**config.mk**
```make
export PLATFORM = sky130hd
export DESIGN_NAME = meta_array_flat
export DESIGN_NICKNAME = d
export VERILOG_FILES = /design/src/rtl/meta_array_pkg.sv /design/src/rtl/meta_array_if.sv /design/src/rtl/meta_array_inv_seq.sv /design/src/rtl/meta_array.sv /design/src/flat_wrapper.sv
export SDC_FILE = /design/constraint.sdc
export NUM_CORES = 1
export LEC_CHECK = 0
export ABC_CLOCK_PERIOD_IN_PS = 2400
export CAP_MARGIN = 20
export CORE_MARGIN = 1.5
export CORE_UTILIZATION = 40
export CTS_BUF_LIST = sky130_fd_sc_hd__clkbuf_16
export DETAILED_ROUTE_END_ITERATION = 8
export PLACE_DENSITY = 0.66
export SYNTH_ARGS = -nofsm -noshare
export SYNTH_HDL_FRONTEND = slang
export SYNTH_HIERARCHICAL = 1
export SYNTH_SLANG_ARGS = --single-unit
```
**constraint.sdc**
```tcl
create_clock -name clk0 -period 2.4 [get_ports clk0]
set_clock_uncertainty 0.05 [all_clocks]
set_input_delay 0.48 -clock clk0 [delete_from_list [all_inputs] [get_ports clk0]]
set_output_delay 0.48 -clock clk0 [all_outputs]
set_load 0.01 [all_outputs]
```
**src/rtl/meta_array_pkg.sv**
```systemverilog
// Shared cache-subsystem types used by the metadata array and its
// flash-invalidate sequencer.
package rv32i_types;

    // Flash-invalidate sequencer states: IDLE accepts accesses, CLEAR walks sets.
    typedef enum logic [0:0] {
        IDLE  = 1'b0,
        CLEAR = 1'b1
    } meta_inv_state_t;

endpackage

```
**src/rtl/meta_array_if.sv**
```systemverilog
// Access and invalidate bus of the metadata array. The requester drives the
// master side; the array implements the slave side.
interface meta_array_if #(
    parameter int S_INDEX = 4,
    parameter int WAYS    = 4,
    parameter int WIDTH   = 1
) ();

    logic                     csb0;
    logic                     web0;
    logic [S_INDEX-1:0]       addr0;
    logic [WAYS-1:0]          wmask0;
    logic [WAYS*WIDTH-1:0]    din0;
    logic [WAYS*WIDTH-1:0]    dout0;
    logic [WAYS-1:0]          perr0;
    logic                     ready0;
    logic                     inv_req;
    logic [WAYS-1:0]          inv_mask;
    logic                     inv_busy;
    logic                     inv_done;

    modport master (
        output csb0, web0, addr0, wmask0, din0, inv_req, inv_mask,
        input  dout0, perr0, ready0, inv_busy, inv_done
    );

    modport slave (
        input  csb0, web0, addr0, wmask0, din0, inv_req, inv_mask,
        output dout0, perr0, ready0, inv_busy, inv_done
    );

endinterface

```
**src/rtl/meta_array_inv_seq.sv**
```systemverilog
// Flash-invalidate sequencer: owns the IDLE/CLEAR FSM, the set walker and
// the latched way mask, and produces the ready/busy/done handshake.
module meta_inv_seq
    import rv32i_types::*;
#(
    parameter int S_INDEX = 4,
    parameter int WAYS    = 4
) (
    input  logic               clk0,
    input  logic               rst0,
    input  logic               inv_req,
    input  logic [WAYS-1:0]    inv_mask,
    output logic               clr_en,
    output logic [S_INDEX-1:0] clr_idx,
    output logic [WAYS-1:0]    clr_mask,
    output logic               ready,
    output logic               inv_busy,
    output logic               inv_done
);

    // The walker stops on a terminal compare against the last set so it can
    // never wrap back to set 0 and keep clearing.
    localparam logic [S_INDEX-1:0] IDX_LAST = '1;
    localparam logic [S_INDEX-1:0] IDX_ONE  = S_INDEX'(1);

    meta_inv_state_t    state_q, state_d;
    logic [S_INDEX-1:0] idx_q, idx_d;
    logic [WAYS-1:0]    mask_q, mask_d;
    logic               done_q, done_d;

    // State, walker index, latched mask and registered done pulse.
    always_ff @(posedge clk0 or negedge rst0) begin
        if (!rst0) begin
            state_q <= IDLE;
            idx_q   <= '0;
            mask_q  <= '0;
            done_q  <= 1'b0;
        end else begin
            state_q <= state_d;
            idx_q   <= idx_d;
            mask_q  <= mask_d;
            done_q  <= done_d;
        end
    end

    // Next-state logic plus Moore handshake outputs decoded from the state.
    always_comb begin
        state_d  = state_q;
        idx_d    = idx_q;
        mask_d   = mask_q;
        done_d   = 1'b0;
        clr_en   = 1'b0;
        ready    = 1'b0;
        inv_busy = 1'b0;
        case (state_q)
            IDLE: begin
                ready = 1'b1;
                if (inv_req) begin
                    state_d = CLEAR;
                    idx_d   = '0;
                    mask_d  = inv_mask;
                end
            end
            CLEAR: begin
                clr_en   = 1'b1;
                inv_busy = 1'b1;
                if (idx_q == IDX_LAST) begin
                    state_d = IDLE;
                    idx_d   = '0;
                    done_d  = 1'b1;
                end else begin
                    idx_d = idx_q + IDX_ONE;
                end
            end
            default: begin
                state_d = IDLE;
                idx_d   = '0;
            end
        endcase
    end

    assign clr_idx  = idx_q;
    assign clr_mask = mask_q;
    assign inv_done = done_q;

endmodule

```
**src/rtl/meta_array.sv**
```systemverilog
// Multi-way per-set metadata store with per-way write mask, write-first read
// and a built-in flash-invalidate walker.
// Optional feature macro: META_ARRAY_PARITY_EN adds one even-parity bit per
// way entry and reports per-way parity mismatches on perr0.
module meta_array
    import rv32i_types::*;
#(
    parameter int S_INDEX = 4,
    parameter int WAYS    = 4,
    parameter int WIDTH   = 1
) (
    input  logic        clk0,
    input  logic        rst0,
    meta_array_if.slave bus
);

    localparam int NUM_SETS = 2 ** S_INDEX;
    localparam int DW       = WAYS * WIDTH;

    logic [DW-1:0]      mem [NUM_SETS];
    logic [DW-1:0]      rd_word;
    logic [DW-1:0]      rd_next;
    logic [DW-1:0]      dout_q;
    logic [WAYS-1:0]    wr_en;
    logic               accept;
    logic               ready;
    logic               clr_en;
    logic [S_INDEX-1:0] clr_idx;
    logic [WAYS-1:0]    clr_mask;

    meta_inv_seq #(
        .S_INDEX (S_INDEX),
        .WAYS    (WAYS)
    ) u_inv_seq (
        .clk0     (clk0),
        .rst0     (rst0),
        .inv_req  (bus.inv_req),
        .inv_mask (bus.inv_mask),
        .clr_en   (clr_en),
        .clr_idx  (clr_idx),
        .clr_mask (clr_mask),
        .ready    (ready),
        .inv_busy (bus.inv_busy),
        .inv_done (bus.inv_done)
    );

    assign bus.ready0 = ready;
    assign accept     = !bus.csb0 && ready;
    assign rd_word    = mem[bus.addr0];

    // Per-way write enables and write-first read data for an accepted access.
    always_comb begin
        wr_en   = '0;
        rd_next = rd_word;
        for (int w = 0; w < WAYS; w++) begin
            wr_en[w] = accept && !bus.web0 && bus.wmask0[w];
            if (wr_en[w]) begin
                rd_next[w*WIDTH +: WIDTH] = bus.din0[w*WIDTH +: WIDTH];
            end
        end
    end

    // Entry storage: cleared by reset, zeroed by the walker, written by accesses.
    always_ff @(posedge clk0 or negedge rst0) begin
        if (!rst0) begin
            for (int s = 0; s < NUM_SETS; s++) begin
                mem[s] <= '0;
            end
        end else if (clr_en) begin
            for (int w = 0; w < WAYS; w++) begin
                if (clr_mask[w]) begin
                    mem[clr_idx][w*WIDTH +: WIDTH] <= '0;
                end
            end
        end else begin
            for (int w = 0; w < WAYS; w++) begin
                if (wr_en[w]) begin
                    mem[bus.addr0][w*WIDTH +: WIDTH] <= bus.din0[w*WIDTH +: WIDTH];
                end
            end
        end
    end

    // Read data register: updates only on accepted accesses, holds otherwise.
    always_ff @(posedge clk0 or negedge rst0) begin
        if (!rst0) begin
            dout_q <= '0;
        end else if (accept) begin
            dout_q <= rd_next;
        end
    end

    assign bus.dout0 = dout_q;

`ifdef META_ARRAY_PARITY_EN
    logic [WAYS-1:0] par_mem [NUM_SETS];
    logic [WAYS-1:0] par_rd;
    logic [WAYS-1:0] perr_next;
    logic [WAYS-1:0] perr_q;

    assign par_rd = par_mem[bus.addr0];

    // Parity check of stored ways; bypassed ways never flag.
    always_comb begin
        perr_next = '0;
        for (int w = 0; w < WAYS; w++) begin
            perr_next[w] = !wr_en[w] && ((^rd_word[w*WIDTH +: WIDTH]) != par_rd[w]);
        end
    end

    // Parity storage tracks the entry storage; cleared entries get parity 0.
    always_ff @(posedge clk0 or negedge rst0) begin
        if (!rst0) begin
            for (int s = 0; s < NUM_SETS; s++) begin
                par_mem[s] <= '0;
            end
        end else if (clr_en) begin
            for (int w = 0; w < WAYS; w++) begin
                if (clr_mask[w]) begin
                    par_mem[clr_idx][w] <= 1'b0;
                end
            end
        end else begin
            for (int w = 0; w < WAYS; w++) begin
                if (wr_en[w]) begin
                    par_mem[bus.addr0][w] <= ^bus.din0[w*WIDTH +: WIDTH];
                end
            end
        end
    end

    // Parity error register follows the same accept/hold rule as dout0.
    always_ff @(posedge clk0 or negedge rst0) begin
        if (!rst0) begin
            perr_q <= '0;
        end else if (accept) begin
            perr_q <= perr_next;
        end
    end

    assign bus.perr0 = perr_q;
`else
    assign bus.perr0 = '0;
`endif

endmodule

```
**src/flat_wrapper.sv**
```systemverilog
// flat-port wrapper written by rule: the top's interface ports become plain ports
module meta_array_flat import rv32i_types::*;
#(
    parameter int S_INDEX = 4,
    parameter int WAYS    = 4,
    parameter int WIDTH   = 1
)
  (clk0, rst0, bus_csb0, bus_web0, bus_addr0, bus_wmask0, bus_din0, bus_inv_req, bus_inv_mask, bus_dout0, bus_perr0, bus_ready0, bus_inv_busy, bus_inv_done);
  meta_array_if #(.S_INDEX(S_INDEX), .WAYS(WAYS), .WIDTH(WIDTH)) bus_i ();
  input  logic clk0;
  input  logic rst0;
  input wire logic [$bits(bus_i.csb0)-1:0] bus_csb0;
  input wire logic [$bits(bus_i.web0)-1:0] bus_web0;
  input wire logic [$bits(bus_i.addr0)-1:0] bus_addr0;
  input wire logic [$bits(bus_i.wmask0)-1:0] bus_wmask0;
  input wire logic [$bits(bus_i.din0)-1:0] bus_din0;
  input wire logic [$bits(bus_i.inv_req)-1:0] bus_inv_req;
  input wire logic [$bits(bus_i.inv_mask)-1:0] bus_inv_mask;
  output wire logic [$bits(bus_i.dout0)-1:0] bus_dout0;
  output wire logic [$bits(bus_i.perr0)-1:0] bus_perr0;
  output wire logic [$bits(bus_i.ready0)-1:0] bus_ready0;
  output wire logic [$bits(bus_i.inv_busy)-1:0] bus_inv_busy;
  output wire logic [$bits(bus_i.inv_done)-1:0] bus_inv_done;
  assign bus_i.csb0 = bus_csb0;
  assign bus_i.web0 = bus_web0;
  assign bus_i.addr0 = bus_addr0;
  assign bus_i.wmask0 = bus_wmask0;
  assign bus_i.din0 = bus_din0;
  assign bus_i.inv_req = bus_inv_req;
  assign bus_i.inv_mask = bus_inv_mask;
  assign bus_dout0 = bus_i.dout0;
  assign bus_perr0 = bus_i.perr0;
  assign bus_ready0 = bus_i.ready0;
  assign bus_inv_busy = bus_i.inv_busy;
  assign bus_inv_done = bus_i.inv_done;
  meta_array #(.S_INDEX(S_INDEX), .WAYS(WAYS), .WIDTH(WIDTH)) u_core (.clk0(clk0), .rst0(rst0), .bus(bus_i));
endmodule
```
### Yosys cells after proc, flatten, opt, wreduce, memory -nomap -nowiden

Cells that the tools add are included.

| word-level totals | value |
|---|---|
| input port bits | 21 |
| register bits after elaboration | 78 |

| cells by class | value |
|---|---|
| $lt $le $gt $ge | 4 |
| $add $sub $neg | 1 |
| muxes and demuxes | 56 |
| bitwise operators | 3 |
| equal/unequal tests | 2 |
| reductions and logical operators | 11 |

Operators with widths:

| kind | number |
|---|---|
| two-way mux 64 bit | 15 |
| bitwise mux 64 bit | 8 |
| demux 4 bit (select 4 bit) | 8 |
| two-way mux 4 bit | 6 |
| binary-select mux 4 bit (select 4 bit) | 1 |
| two-way mux 1 bit | 12 |
| >= comparator 5 bit, second input constant | 2 |
| less-than comparator 5 x 1 -> 1 bit, second input constant | 2 |
| inverter 4 -> 5 bit | 2 |
| logical AND 1 bit | 8 |
| one-hot mux 4 bit (2 select lines) | 1 |
| two-way mux 3 bit | 2 |
| adder 4 x 1 -> 4 bit, second input constant | 1 |
| equality test 4 bit, second input constant | 1 |
| two-way mux 2 bit | 2 |
| zero test 1 bit | 2 |
| != test 2 bit, second input constant | 1 |
| one-hot mux 1 bit (2 select lines) | 1 |
| AND reduction 2 bit | 1 |
| inverter 1 bit | 1 |

### Depth between registers and ports, before layout

Gate-level depths: netlist of the first run.

| logic depth | value |
|---|---|
| depth after elaboration | 17 |
| depth in mapped cells | 7 |
| mapped depth without buffers | 5 |

### Cells and area by module

Netlist of the first run, hierarchy kept.

By module, submodules not included:

| module | area an instance (µm²) | seq. area each (µm²) | instances | cells an instance |
|---|---|---|---|---|
| meta_array | 3427.0 | 1701.6 | 1 | 320 |
| meta_inv_seq | 440.4 | 250.2 | 1 | 34 |

### Least setup slack after synthesis of the first run

OpenSTA, ideal clock, no wires.

| timing path | value |
|---|---|
| kind | flip-flop to flip-flop |
| from | register u_core.u_inv_seq.state_q |
| to | register u_core/mem[12] (netlist name) |
| arrival time | 1676 ps |
| buffers on the path | 2 |
| library setup time | 83 ps |
| cell stages (with the launch flop) | 8 |
| required time | 2267 ps |
| slack | 592 ps |
| cells stage by stage | dfrtp_1 inv_2 nor3b_2 buf_6 a31oi_1 clkbuf_1 o21ai_0 o21ai_0 |

| between the ends | value |
|---|---|
| cells in the longest elaborated chain, start to end | 15 |
| elaborated cells on any way between the ends | 19 |

Ends and longest elaborated chain:

| element | line | RTL |
|---|---|---|
| start: declaration | meta_array_inv_seq.sv:26 | `meta_inv_state_t state_q, state_d;` |
| start signal: assignment | meta_array_inv_seq.sv:39 | `state_q <= state_d;` |
| two-way mux 1 bit (*) | meta_array_inv_seq.sv:55 | `case (state_q)` |
| via bus_ready0 | flat_wrapper.sv:21 | `output wire logic [$bits(bus_i.ready0)-1:0] bus_ready0;` |
| logical AND 1 bit (*) | meta_array.sv:48 | `assign accept = !bus.csb0 && ready;` |
| logical AND 1 bit (*) | meta_array.sv:56 | `wr_en[w] = accept && !bus.web0 && bus.wmask0[w];` |
| logical AND 1 bit | meta_array.sv:56 |  |
| two-way mux 64 bit | meta_array.sv:77 | `if (wr_en[w]) begin` |
| two-way mux 64 bit | meta_array.sv:69 | `end else if (clr_en) begin` |
| bitwise mux 64 bit | meta_array.sv:78 | `mem[bus.addr0][w*WIDTH +: WIDTH] <= bus.din0[w*WIDTH +: WIDTH];` |
| two-way mux 64 bit | meta_array.sv:77 |  |
| two-way mux 64 bit | meta_array.sv:69 |  |
| bitwise mux 64 bit | meta_array.sv:78 |  |
| two-way mux 64 bit | meta_array.sv:77 |  |
| two-way mux 64 bit | meta_array.sv:69 |  |
| bitwise mux 64 bit | meta_array.sv:78 |  |
| two-way mux 64 bit (*) | meta_array.sv:77 |  |
| two-way mux 64 bit (*) | meta_array.sv:69 |  |
| end signal: indexed assignment | meta_array.sv:78 |  |
| end: declaration | meta_array.sv:20 | `logic [DW-1:0] mem [NUM_SETS];` |

Mark *: on every way through the listed nets, which the timed path passes. The rest lies on a longest branch. The select of a mux whose other input is x is not followed.
A chain may end at the register's enable or synchronous reset.

### Worst setup path in the final report of the first run

| timing path | value |
|---|---|
| from | register u_core.u_inv_seq.state_q |
| to | register u_core/mem[59] (netlist name) |

| between the ends | value |
|---|---|
| cells in the longest elaborated chain, start to end | 15 |
| elaborated cells on any way between the ends | 19 |

Ends and longest elaborated chain:

| element | line |
|---|---|
| two-way mux 1 bit | meta_array_inv_seq.sv:55 |
| logical AND 1 bit | meta_array.sv:48 |
| logical AND 1 bit (2 in series) | meta_array.sv:56 |
| two-way mux 64 bit | meta_array.sv:77 |
| two-way mux 64 bit | meta_array.sv:69 |
| bitwise mux 64 bit | meta_array.sv:78 |
| two-way mux 64 bit | meta_array.sv:77 |
| two-way mux 64 bit | meta_array.sv:69 |
| bitwise mux 64 bit | meta_array.sv:78 |
| two-way mux 64 bit | meta_array.sv:77 |
| two-way mux 64 bit | meta_array.sv:69 |
| bitwise mux 64 bit | meta_array.sv:78 |
| two-way mux 64 bit | meta_array.sv:77 |
| two-way mux 64 bit (*) | meta_array.sv:69 |

Every way passes the cells marked *; elsewhere a longest branch is shown, timed or not. The select of a mux whose other input is x is not followed.

==> results of run 1 <==
[flip-flops by register name, summed over array words and instances, names as in the netlist]
signal,flops
u_core/bus.dout0,4
u_core/u_inv_seq/inv_done,1
u_core/u_inv_seq/state_q,1
u_core/u_inv_seq/clr_mask,4
u_core/mem,64
u_core/u_inv_seq/clr_idx,4
[per-stage QoR]
stage	utilization (%)	worst slack [ps]	TNS [ps]
2_1_floorplan	-	592	0
3_3_place_gp	46.7	14.5	0
3_5_place_dp	46.7	-0.882	-0.882
4_1_cts	49.8	224	0
5_1_grt	49.8	41.0	0
6_report	49.8	241	0
[worst max path at each step]
| stage | start | to | slack [ps] | depth (start not counted) |
|---|---|---|---|---|
| final | u_core/u_inv_seq/state_q | u_core/mem[59] | 240 | 5 |
| after global routing | u_core/u_inv_seq/state_q | u_core/mem[59] | 40 | 5 |
| after CTS | u_core/u_inv_seq/state_q | bus_ready0 | 220 | 2 |
| after detailed placement | bus_addr0[0] | u_core/bus.dout0[3] | -0.9 | 6 |
| after global placement | bus_addr0[0] | u_core/bus.dout0[0] | 10 | 6 |
| after floorplan | u_core/u_inv_seq/state_q | u_core/mem[12] | 590 | 7 |
[cell usage after synthesis]
master	count
and3b_1	3
inv_2	1
nand4_1	1
mux2_4	4
nor2_1	5
a221o_1	3
inv_1	2
clkbuf_1	13
buf_4	8
a22oi_1	20
mux4_2	16
a31oi_2	1
a32oi_1	8
a31oi_1	3
a22o_2	1
nor2b_1	4
ha_1	1
o22ai_1	1
nor3_2	1
nand2_1	24
nor3b_4	2
o2111ai_1	4
nor2b_4	1
xnor2_1	1
nand3_1	2
o21ai_0	125
nor3b_2	1
o21ai_1	4
o311ai_2	1
nand2b_1	2
a221oi_1	1
buf_6	3
and3_1	1
conb_1	1
dfrtp_1	78
and2_1	5
nor3b_1	1
buf_2	1
[routing by layer]
metal  vias up  routed length (microns)
met5         -                        0
met4         0                      193
met3        14                      800
met2       132                     4800
met1      1610                     4650
li1       1421                        -
[worst max-delay path: stages (launching register included)]
cell	delay, ps
dfrtp_1	620
inv_2	150
nor3b_2	200
a31oi_2	770
o21ai_0	190
o21ai_0	100
[report_power, final]
| part | leakage, nW | internal, W | switching, W |
|---|---|---|---|
| sequential | 1.07 | 0.00143 | 0.000164 |
| clock | 0.148 | 0.000799 | 0.000539 |
| combinational | 0.680 | 0.000429 | 0.000648 |
| total | 1.90 | 0.00265 | 0.00135 |
[kinds of logic after synthesis]
group	synth area share [%]
fa+ha+maj	0.323
compound gates	25.9
buf+inv	4.11
xor+xnor	0.227
mux	10.9
flops	50.5
simple gates	7.96
other cells	0.0970
[area by class of cell]
cell class | instances | share of cell area, %
Clock inverter | 7 | 1.40
Multi-Input combinational cell | 251 | 38.1
Inverter | 3 | 0.242
Sequential cell | 78 | 42.0
Clock buffer | 9 | 4.85
Tap cell | 129 | 3.47
Timing Repair Buffer | 48 | 9.96
==> run summary, run 1 <==
CTS root buf -> clkbuf_16
Wire per inst -> 19.9 microns
Hold Crit Class -> in -> async
Clk sinks -> 78
Initial DRC Count -> 394
Hold Fails Final Rpt -> 0
Post-CTS Setup Inserts -> 0
Synth warn -> 6
CTS clk-pin slew, worst paths -> 60 ps
Latest clock arrival within the worst-skew pair -> 340 ps
Share of layout cells above drive strength 1 -> 16.4%
Final min period -> 2160 ps
Num CTS Buffers -> 9
DPL Wire Length -> 6.97 mm
Synth Register Bits -> 78
Sequential cell area -> 1950 sq um
Req. time, crit path -> 2600 ps
Filler Cells Inserted -> 848
Flop-to-flop setup slack -> 240 ps
Nets -> 413
Worst-margin pin slew -> 931 ps
Htree depth -> 3
Synthesized cell area -> 3870 sq um
Via count -> 3177
CP Max Fanout -> 16
Worst rel slew slack -> 37.7%
Post-route cell area -> 4650 sq um
Io pins -> 32
Antenna Nets Post-Route -> 0
Cts hold-fix bufs -> 0
Fmax -> 0.463 GHz
Pleak -> 1.90 nW
Placed insts -> 509
FP Rows -> 35
Unrepaired setup endpoints after global routing -> false
Largest area contributor in the netlist -> dfrtp_1
Hold_ws -> 96.3 ps
Syn avg cell area -> 10.9 sq um
Vias in the first global route -> 3137
IO Port Bufs -> 27
Final total power -> 0.00401 W
Commonest cells after routing, fill and taps aside -> o21ai_0 (125), dfrtp_1 (78), clkdlybuf4s50_1 (26)
Max-slew violation count -> 0
Multi-input gate area -> 1770 sq um
Seq/Total Area, Yosys -> 50.5%
Netlist cell types -> 38
Pwr per Cell Area -> 862 nW/um^2
Die height -> 101 microns
FF-to-FF End -> u_core/mem[59]
Max IR drop VDD -> 0.388 mV
Grt met3 use -> 6.83%
Max Cap Violations -> 0
Vias per cell -> 6.05
Total grt overflow -> 0
Post-Layout Cell Count -> 525
Critical Path Sink Type -> flip-flop
Synth Instances -> 354
Critical path launch point type -> flip-flop
# diodes -> 0
Clk buf depth -> 2
Die extent in x -> 101 microns
TritonCTS clock tree -> yes
Setup violations, final -> 0
Kind of critical path -> reg -> reg
Initial antenna violation count -> 0
Commonest non-fill, non-tap cell in the layout -> o21ai_0
Top cell type's share of synthesized area -> 50.5%
Outcome -> finished, final reports clean
R2R depth -> 5
Global-route wire length before repair -> 17.1 mm
FF-to-FF Start -> u_core/u_inv_seq/state_q
DRC -> 0
Final Cycle Share -> 90.0%
CORE AREA -> 9330 sq um
Post-CTS sizing -> 0
Initial core utilization -> 41.5%
Largest net degree at the start of global routing -> 79
Met1 Use GR -> 30.9%
Synth-to-layout area growth -> 20.1%
Routed wire length -> 10.4 mm
Top cells by area, synth -> dfrtp_1 (50%), o21ai_0 (16%), mux4_2 (9.3%)
RD Place Congestion -> 0.827
GRT Total Usage -> 22.3%
Met2 GRT Util -> 33.2%
Pre-antenna DRT Iters -> 4
GR peak layer -> met2
Placed instance area -> 4360 sq um
Die area -> 10300 sq um
Critical Path AT -> 2360 ps
Power figures use the tool's default switching activity.
==> run 2, diff against run 1 <==
Settings changed: CAP_MARGIN 20 to 25, CORE_ASPECT_RATIO set to 1.5.
==> run 2 against run 1 <==
Effect of this change: via count is 2.5% higher; cell count is 2.5% lower; sequential power hardly changed; sequential share of layout area hardly changed; count of clock-buffer cells in the layout stayed put; routed wire length is 5.1% higher; fmax is 1.2% higher; combinational power is 6% higher; critical endpoint is now bus_inv_busy; largest cell class unchanged; largest power group unchanged.
==> run summary, run 2 (synthesized netlist as in run 1, its figures left out) <==
Io pins -> 32 (unchanged)
CTS root buf -> clkbuf_16
Worst-margin pin slew -> 874 ps (-57.3 ps)
Req. time, crit path -> 1870 ps (-730 ps)
Outcome -> finished, final reports clean
Latest clock arrival within the worst-skew pair -> 330 ps (about the same)
CORE AREA -> 9310 sq um (-0.21%)
Crit-path cells -> buf_4 -> clkdlybuf4s50_1
Unrepaired setup endpoints after global routing -> false
Htree depth -> 3 (unchanged)
Critical path launch point type -> flip-flop
Global-route wire length before repair -> 17.6 mm (+3.1%)
Commonest cells after routing, fill and taps aside -> o21ai_0 (125), dfrtp_1 (78), clkdlybuf4s50_1 (26)
Largest net degree at the start of global routing -> 42 (-47%)
Switching power -> 0.00133 W (-1.4%)
Post-route cell area -> 4650 sq um (+0.11%)
Max-slew violation count -> 0 (unchanged)
Post-CTS Setup Inserts -> 0 (unchanged)
Fmax -> 0.469 GHz (+1.2%)
Hold Fails Final Rpt -> 0 (unchanged)
Die extent in x -> 83.3 microns (-18%)
Clk buf depth -> 2 (unchanged)
Number of flip-flops in the largest register -> 64 (unchanged)
Placed instance area -> 4370 sq um (+0.37%)
Top reg by flops -> u_core/mem
Clk sinks -> 78 (unchanged)
Antenna Nets Post-Route -> 0 (unchanged)
Routed wire length -> 11.0 mm (+5.1%)
RD Place Congestion -> 0.936 (+13%)
Vias in the first global route -> 3400 (+8.4%)
Initial DRC Count -> 381 (-3.3%)
Register share of total power -> 39.5% (-0.2 points)
Pre-antenna DRT Iters -> 5 (+1)
FP Rows -> 43 (+23%)
Pleak -> 1.91 nW (+0.53%)
Initial antenna violation count -> 0 (unchanged)
Cts hold-fix bufs -> 0 (unchanged)
Num CTS Buffers -> 9 (unchanged)
Max Cap Violations -> 0 (unchanged)
FF-to-FF End -> u_core/mem[42]
Slowest cell on the critical path -> clkdlybuf4s50_1
Clock share of power -> 32.0% (-1.4 points)
Synth-to-layout area growth -> 20.3%
Final Cycle Share -> 88.9% (-1.0 points)
R2R depth -> 7 (+2)
Internal -> 0.00267 W (+0.45%)
Initial core utilization -> 41.6% (+0.089 points)
Critical Path AT -> 1600 ps (-760 ps)
Final total power -> 0.00400 W (-0.17%)
CP Buf/Inv Count -> 2 (+1)
Pwr per Cell Area -> 860 nW/um^2 (-0.28%)
Worst rel slew slack -> 41.5% (+3.8 points)
Total grt overflow -> 0 (unchanged)
TritonCTS clock tree -> yes
Combinational Power Share -> 28.5% (+1.6 points)
Hold Crit Class -> in -> async
Worst path max stage delay -> 550 ps (-220 ps)
Commonest non-fill, non-tap cell in the layout -> o21ai_0
DRC -> 0 (unchanged)
Flop-to-flop setup slack -> 430 ps (+190 ps)
Post-CTS sizing -> 0 (unchanged)
Vias per cell -> 6.36 (+5.1%)
Die height -> 123 microns (+22%)
Setup violations, final -> 0 (unchanged)
Via count -> 3257 (+2.5%)
# diodes -> 0 (unchanged)
Wire per inst -> 21.5 microns (+7.8%)
Crit path max-delay family -> buffers and inverters
IO Port Bufs -> 27 (unchanged)
Nets -> 418 (+1.2%)
Max IR drop VDD -> 0.766 mV (+97%)
GRT Total Usage -> 22.5% (+0.24 points)
FF-to-FF Start -> u_core/u_inv_seq/state_q
Final min period -> 2130 ps (-25.0 ps)
Filler Cells Inserted -> 853 (+0.59%)
Kind of critical path -> reg -> out
Critical Path Sink Type -> primary output
Die area -> 10300 sq um (+0.12%)
DPL Wire Length -> 7.60 mm (+9.1%)
Share of layout cells above drive strength 1 -> 17.0% (+0.59 points)
Sw Share -> 33.3% (-0.41 points)
CP Max Fanout -> 10 (-6)
CTS clk-pin slew, worst paths -> 60 ps (about the same)
[run 2: cell count changes in the layout (fill, tap and decap cells not counted), sizes merged]
cell      before  now
inv            5    3
buf           22   27
clkinvlp       0    1
[run 2: layer usage]
metal	GRT usage [%]	wire, microns
met1	25.5	4110
met2	40.2	5810
met5	0	0
met4	12.7	425
met3	3.87	634
[run 2: area by class of cell]
cell class / count / area (sq um) / area share, %
Clock buffer: 9 / 225 / 4.84
Tap cell: 112 / 140 / 3.01
Inverter: 3 / 11.3 / 0.242
Multi-Input combinational cell: 251 / 1770 / 38.0
Sequential cell: 78 / 1950 / 42.0
Timing Repair Buffer: 53 / 500 / 10.8
Clock inverter: 6 / 53.8 / 1.16
[run 2: worst max-delay path by stage]
| stage | endpoint | depth (start not counted) | startpoint | slack [ps] |
|---|---|---|---|---|
| global route | bus_inv_busy | 2 | u_core/u_inv_seq/state_q | 190 |
| finish | bus_inv_busy | 2 | u_core/u_inv_seq/state_q | 270 |
| detailed placement | u_core/bus.dout0[2] | 6 | bus_addr0[0] | -10 |
| floorplan | u_core/mem[12] | 7 | u_core/u_inv_seq/state_q | 590 |
| CTS | bus_inv_busy | 2 | u_core/u_inv_seq/state_q | 240 |
| global placement | u_core/bus.dout0[3] | 6 | bus_addr0[0] | -10 |
[run 2: worst register-to-register path: cells and delay by family, from the launching register on]
| family | cells | cell delay [ps] |
|---|---|---|
| buffers and inverters | 3 | 560 |
| and+or+nand+nor | 1 | 360 |
| AOI/OAI and AO/OA | 3 | 410 |
| DFF | 1 | 470 |
[run 2: power by group through the flow]
stage / Clock, W / Sequential (W) / Combinational, W
final: 0.00128 / 0.00158 / 0.00114
after global routing: 0.00137 / 0.00159 / 0.00121
after CTS: 0.00131 / 0.00158 / 0.00112
after detailed placement: 0 / 0.00160 / 0.00111
after global placement: 0 / 0.00159 / 0.00111
after floorplan: 0 / 0.00157 / 0.000628
[run 2: through the flow]
step / util [%] / cells / hold WS (ps) / setup WS [ps] / setup TNS (ps)
after global placement: 47.0 / 497 / 431 / -13.0 / -20.3
after floorplan: - / 357 / 134 / 592 / 0
after detailed placement: 47.0 / 497 / 433 / -13.3 / -13.3
after global routing: 50.0 / 512 / 96.6 / 194 / 0
after CTS: 50.0 / 512 / 70.7 / 236 / 0
final: 50.0 / 512 / 61.5 / 266 / 0
